`src/rtl/wb_regfile.sv`:
```
// Writeback stage register file: picks load or execute data, merges it byte-wise
// into the GPRs, serves two bypassed decode read ports, and forwards CP0 writes.
module wb_regfile #(
  parameter int NREG  = 32,
  parameter int CNT_W = 32
) (
  input  logic             clk,
  input  logic             reset,
  input  logic             memwb_mem_r,
  input  logic             memwb_reg_w,
  input  logic [3:0]       reg_byte_w_en,
  input  logic [4:0]       memwb_rd_addr,
  input  logic [31:0]      memwb_memdata,
  input  logic [31:0]      memwb_exdata,
  input  logic [4:0]       memwb_cp0_dst_addr,
  input  logic             memwb_cp0_w_en,
  input  logic [4:0]       rs_addr,
  input  logic [4:0]       rt_addr,
  input  logic [4:0]       dbg_addr,
  output logic [31:0]      rs_data,
  output logic [31:0]      rt_data,
  output logic [31:0]      dbg_data,
  output logic             cp0_w_en,
  output logic [4:0]       cp0_w_addr,
  output logic [31:0]      cp0_w_data,
  output logic [CNT_W-1:0] wb_count
);

  logic [31:0]      r_regs [NREG];
  logic [CNT_W-1:0] r_count;
  logic [31:0]      w_wb_val;
  logic             w_we;
  logic             w_byp;

  assign w_wb_val = memwb_mem_r ? memwb_memdata : memwb_exdata;
  assign w_we     = memwb_reg_w && (memwb_rd_addr != 5'd0) && (reg_byte_w_en != 4'd0);
  // Bypass is suppressed during reset so readers see storage that is being cleared.
  assign w_byp    = w_we && !reset;

  always_ff @(posedge clk) begin
    if (reset) begin
      for (int i = 0; i < NREG; i++) r_regs[i] <= '0;
      r_count <= '0;
    end else if (w_we) begin
      for (int b = 0; b < 4; b++)
        if (reg_byte_w_en[b]) r_regs[memwb_rd_addr][8*b +: 8] <= w_wb_val[8*b +: 8];
      r_count <= r_count + 1'b1;
    end
  end

  always_comb begin
    rs_data = r_regs[rs_addr];
    if (w_byp && (rs_addr == memwb_rd_addr))
      for (int b = 0; b < 4; b++)
        if (reg_byte_w_en[b]) rs_data[8*b +: 8] = w_wb_val[8*b +: 8];
    if (rs_addr == 5'd0) rs_data = '0;
  end

  always_comb begin
    rt_data = r_regs[rt_addr];
    if (w_byp && (rt_addr == memwb_rd_addr))
      for (int b = 0; b < 4; b++)
        if (reg_byte_w_en[b]) rt_data[8*b +: 8] = w_wb_val[8*b +: 8];
    if (rt_addr == 5'd0) rt_data = '0;
  end

  assign dbg_data   = (dbg_addr == 5'd0) ? 32'd0 : r_regs[dbg_addr];
  assign cp0_w_en   = memwb_cp0_w_en && !reset;
  assign cp0_w_addr = memwb_cp0_dst_addr;
  assign cp0_w_data = memwb_exdata;
  assign wb_count   = r_count;

endmodule

```
`config.mk`:
```
export PLATFORM = sky130hd
export DESIGN_NAME = wb_regfile
export DESIGN_NICKNAME = d
export VERILOG_FILES = /design/src/rtl/wb_regfile.sv
export SDC_FILE = /design/constraint.sdc
export NUM_CORES = 2
export LEC_CHECK = 0
export CAP_MARGIN = 10
export CORE_ASPECT_RATIO = 0.5
export CORE_MARGIN = 2
export CORE_UTILIZATION = 25
export CTS_CLUSTER_DIAMETER = 200
export DETAILED_ROUTE_END_ITERATION = 7
export GPL_TIMING_DRIVEN = 0
export PLACE_DENSITY = 0.38
export SLEW_MARGIN = 25
export SYNTH_ARGS = -nofsm -noshare
export SYNTH_HDL_FRONTEND = slang
export SYNTH_SLANG_ARGS = --single-unit
```
`constraint.sdc`:
```
create_clock -name clk -period 8.7 [get_ports clk]
set_clock_uncertainty 0.1 [all_clocks]
set_input_delay 1.74 -clock clk [delete_from_list [all_inputs] [get_ports clk]]
set_output_delay 1.74 -clock clk [all_outputs]
set_load 0.03 [all_outputs]
```
# == After elaboration in Yosys (flattened, before gate mapping) ==
# Memory sizes are Yosys's and may differ from the RTL's.
# Index checks and enable logic that the tools add are counted.
# word_totals
reg_bits,32
mem_count,1
ram_bits,1024
input_bits,98
# classes
mux,35
addsub,1
n_reduce_logical,13
n_eq_ne,2
# mem_list
memory,words,width,rd,rd_ports_with_merged_regs,write_ports,line_no,text
r_regs,32,32,3,0,32,29,logic [31:0] r_regs [NREG];
# op_table
operator,count
$mux W32,7
$mux W8,8
$add A32 B1 Y32 const B,1
$reduce_or A32 Y1,1
$mux W1,18
$logic_not A5 Y1,3
$eq A5 B5 Y1,2
$logic_and A1 B1 Y1,6
$mux W5,1
$reduce_bool A5 Y1,1
$mux W4,1
$reduce_bool A4 Y1,1
$logic_not A1 Y1,1

# == Depth between registers and ports, before layout ==
# logic_depth
depth_word,8
ltp_mapped,11
mapped_depth_nobuf,6

# == Worst setup path before layout ==
# No wires, ideal clock.
# synth_path
path_kind,input-to-output
startpoint,in memwb_rd_addr[3]
endpoint,out rt_data[10]
arrival_ps,3935
stages,7
slack_ps,2925
cell_sequence,buf_2 or3_1 buf_6 o21ai_4 nor4_4 nand2_1 o311ai_0
# synth_via
elab_chain_cells,7
word_cells_on_any_way,8
# synth_rtl
item,line_no,text
start: declaration,12,"input logic [4:0] memwb_rd_addr,"
$reduce_bool A5 Y1,36,assign w_we = memwb_reg_w && (memwb_rd_addr != 5'd0) && (reg_byte_w_en != 4'd0);
$logic_and A1 B1 Y1 (2 in series),36,
$logic_and A1 B1 Y1,38,assign w_byp = w_we && !reset;
$logic_and A1 B1 Y1 (*),61,if (w_byp && (rt_addr == memwb_rd_addr))
$mux W32 (*),61,
$mux W32 (*),64,if (rt_addr == 5'd0) rt_data = '0;
end: declaration,21,"output logic [31:0] rt_data,"
# Mark *: on every way between the ends. The rest lies on a longest branch, timed or not.

# == Worst setup path in the final report ==
# layout_path
startpoint,in rs_addr[0]
endpoint,out rs_data[9]
# layout_via
elab_chain_cells,4
word_cells_on_any_way,7
# layout_rtl
item,line_no,text
start: declaration,17,"input logic [4:0] rs_addr,"
$mem_v2 Z32 W32 or $eq A5 B5 Y1 (tied branches),n/a,
$mux W8 or $logic_and A1 B1 Y1 (tied branches),"55, 53",
$mux W32,53,if (w_byp && (rs_addr == memwb_rd_addr))
$mux W32 (*),56,if (rs_addr == 5'd0) rs_data = '0;
end: declaration,20,"output logic [31:0] rs_data,"
# Marked as above.

==> flow_summary.toml <==
[sta]
max_freq_mhz = 113
holdWs_ns = 0.425
period_minus_slack_ns = 8.87
period_share = 1.02
fin_ws_ns = -0.169
slew_headroom = 0.0565
report.final.hold_viol_count = 0
setup_viol = 6
rsz0062_at_grt = "false"
drv_slew = 0
tightest_slew_ns = 1.41

[synthesis]
synthesis.area_mm2 = 0.0638
synth.top_cell.area_share = 0.482
ys_seq_area_frac = 0.492
ys_top_cells_by_count = "1093 x nor2_1, 1024 x edfxtp_1, 675 x mux4_2, 381 x nand2_1, 296 x mux2i_1"
synth_edf_count = 1024
async_flop_share = 0
ys_warn_count = 0
yosysMostFrequentCell = "nor2_1"
synth.area.top_cells = "edfxtp_1 48%, mux4_2 24%, nor2_1 6.4%"
syn_avg_cell_area_um2 = 12.9
synth-seq-cells = 1056
syn_inst = 4938
ys.flop_type = "edfxtp_1"
synth.distinct_cells = 65
yosys.area.top_type = "edfxtp_1"

[cells_and_area]
finalNetCount = 5490
syn_to_final_growth_pct = 19.1
utilization = 0.299
post_route_cells_drive_above_1_share = 0.247
final_area_mm2 = 0.0760

[placement]
portBuffers = 247
dp_hpwl_um = 326000
place_congestion = 1.04
place_area_mm2 = 0.0722

[cts]
numCtsBuffers = 114
clock_path_buffers = 3
clock-sinks = 1056
cts_max_level = 3
cts.clk_slew.worst_paths_ns = 0.06
cts_tree = "built"
root_buffer = "clkbuf_16"
clock_latency_ns = 0.76

[die]
core_area_mm2 = 0.254
dieWidth_um = 718
die_h_um = 361
io-pin-count = 264
initial_utilization = 0.251
rows = 131
dieArea_mm2 = 0.259

[setup_path]
r2r-start = "wb_count[3]"
path_class = "input pin to output pin"
crit_end = "rs_data[9]"
critPathLaunch = "rs_addr[0]"
rr_worst_depth = 7
reg2reg_setup_slack_ns = 6.19
cp-end-kind = "output pin"
regToRegEndpoint = "wb_count[31]"
arrival_ns = 7.03
cp_max_fo = 10
worstSetupStartpointType = "input pin"
crit_required_ns = 6.86

[status]
violations = "negative setup slack"
status = "finished, violations left"

[drt]
wirelength_um = 410000
drtIter0Drc = 9868
ant_nets = 0
drt_pass1_iterations = 5
wire_per_inst_um = 46.0
vias = 54336
drc_errors = 0
vias_per_cell = 6.10

[power]
vdd_drop_max_mv = 0.154
power_density_mw_per_mm2 = 189
intPower_mw = 9.60
p_seq_frac = 0.424
p_sw_mw = 4.75
p_sw_frac = 0.331
leakagePower_nw = 26.0
power.share.clock = 0.353
comb_power_share = 0.223

[global_route]
grt_pass1_vias = 51857
grt_first_pass_wirelength_um = 518000
grt_overflow = 0
grt_usage = 0.306
grt_max_degree = 16
antenna_found_initial = 40

[run]
maxCapViolCount = 0

[min_path]
hold_class = "register to register"
==> registers in the layout, summed over array words and instances, names as in the netlist <==
signal and cells:
wb_count 32, r_regs 1024
==> per-layer routing <==
metal / up-vias / global-route usage / wire length, µm / share of wire
met3: 1006 / 0.105 / 47900 / 0.12
met4: 16 / 0.204 / 33000 / 0.081
met1: 28875 / 0.391 / 160000 / 0.39
met5: - / 0.00989 / 460 / 0.0011
li1: 20098 / - / - / -
met2: 4341 / 0.436 / 169000 / 0.41
==> worst max-delay path, cell delays in order <==
cell and delay [ns]:
clkbuf_1 0.22, buf_4 0.45, buf_2 0.80, nand2b_1 0.73, nor2_1 0.83, a22oi_1 0.28
nand3_1 0.16, nor3_1 0.06, a211oi_1 0.85, clkdlybuf4s50_1 0.83
==> cell families after synthesis <==
family	after synthesis	synth area share
and+or+nand+nor	1712	0.109
muxes	1063	0.301
DFF	1056	0.492
AOI/OAI and AO/OA	539	0.0559
buffers and inverters	533	0.0376
xor gates and xnor gates	33	0.00453
adders and majority gates	1	0.000196
other	1	0.0000588
==> placed cells by master (no fill, tap or decap), types with 11 or more instances in the layout <==
cell type,n
nor2_2,25
clkbuf_2,82
diode_2,24
o211ai_1,16
nor2b_1,25
a21oi_1,89
nand2_1,379
o22ai_1,104
o21ai_0,62
and2_1,11
clkbuf_16,116
nor2_1,1068
clkinv_2,16
a31oi_1,59
mux2_2,92
mux2i_2,23
clkdlybuf4s50_1,247
nand3_1,97
conb_1,32
or3_1,13
mux2i_1,270
buf_2,157
mux4_2,675
dfxtp_1,32
inv_1,48
clkbuf_1,198
a211oi_1,31
xnor2_1,26
a22oi_1,105
clkinv_1,37
nor3_1,21
buf_4,58
buf_16,33
o31a_1,16
buf_12,14
nand4_1,16
edfxtp_1,1024
==> power by group through the flow <==
stage | registers (mW) | clock network, mW | logic, mW
6_report | 6.09 | 5.06 | 3.20
5_1_grt | 6.11 | 5.24 | 3.18
4_1_cts | 6.08 | 5.06 | 3.10
3_5_place_dp | 6.18 | 0 | 3.09
3_3_place_gp | 6.17 | 0 | 3.01
2_1_floorplan | 6.06 | 0 | 1.54
==> per-stage QoR <==
stage / worst slack (ns) / cells / setup TNS (ns) / power, mW
after CTS: 0.0840 / 8879 / 0 / 14.2
after detailed placement: -0.587 / 8666 / -1.48 / 9.28
after floorplan: 2.93 / 4969 / 0 / 7.60
after global routing: 0.152 / 8879 / 0 / 14.5
final: -0.169 / 8903 / -0.474 / 14.3
after global placement: -0.791 / 8607 / -13.78 / 9.19
==> area by class of cell <==
class                   instances  area, µm²
fillers                     25884     178000
flip-flops and latches       1056      31400
clock inverters                75        596
plain buffers                 483       2340
well taps                    3391       4240
multi-input cells            3380      30400
repair buffers                308       3820
clock buffers                 138       2990
inverters                      48        180
diodes                         24       60.1
==> what timing repair did <==
item	CTS	global route
hold buffers	0	0
resized for setup	5	3
setup buffers	0	0
setup endpoints to repair	9	5
==> worst min path at each step <==
stage,startpoint,endpoint,slack (ns),depth (start not counted)
after floorplan,wb_count[21],wb_count[21],0.52,2
after global placement,wb_count[18],wb_count[18],0.41,2
after detailed placement,wb_count[18],wb_count[18],0.42,2
after CTS,wb_count[18],wb_count[18],0.43,2
after global routing,wb_count[21],wb_count[21],0.47,2
final,wb_count[18],wb_count[18],0.42,2
(Power assumes the default switching activity.)
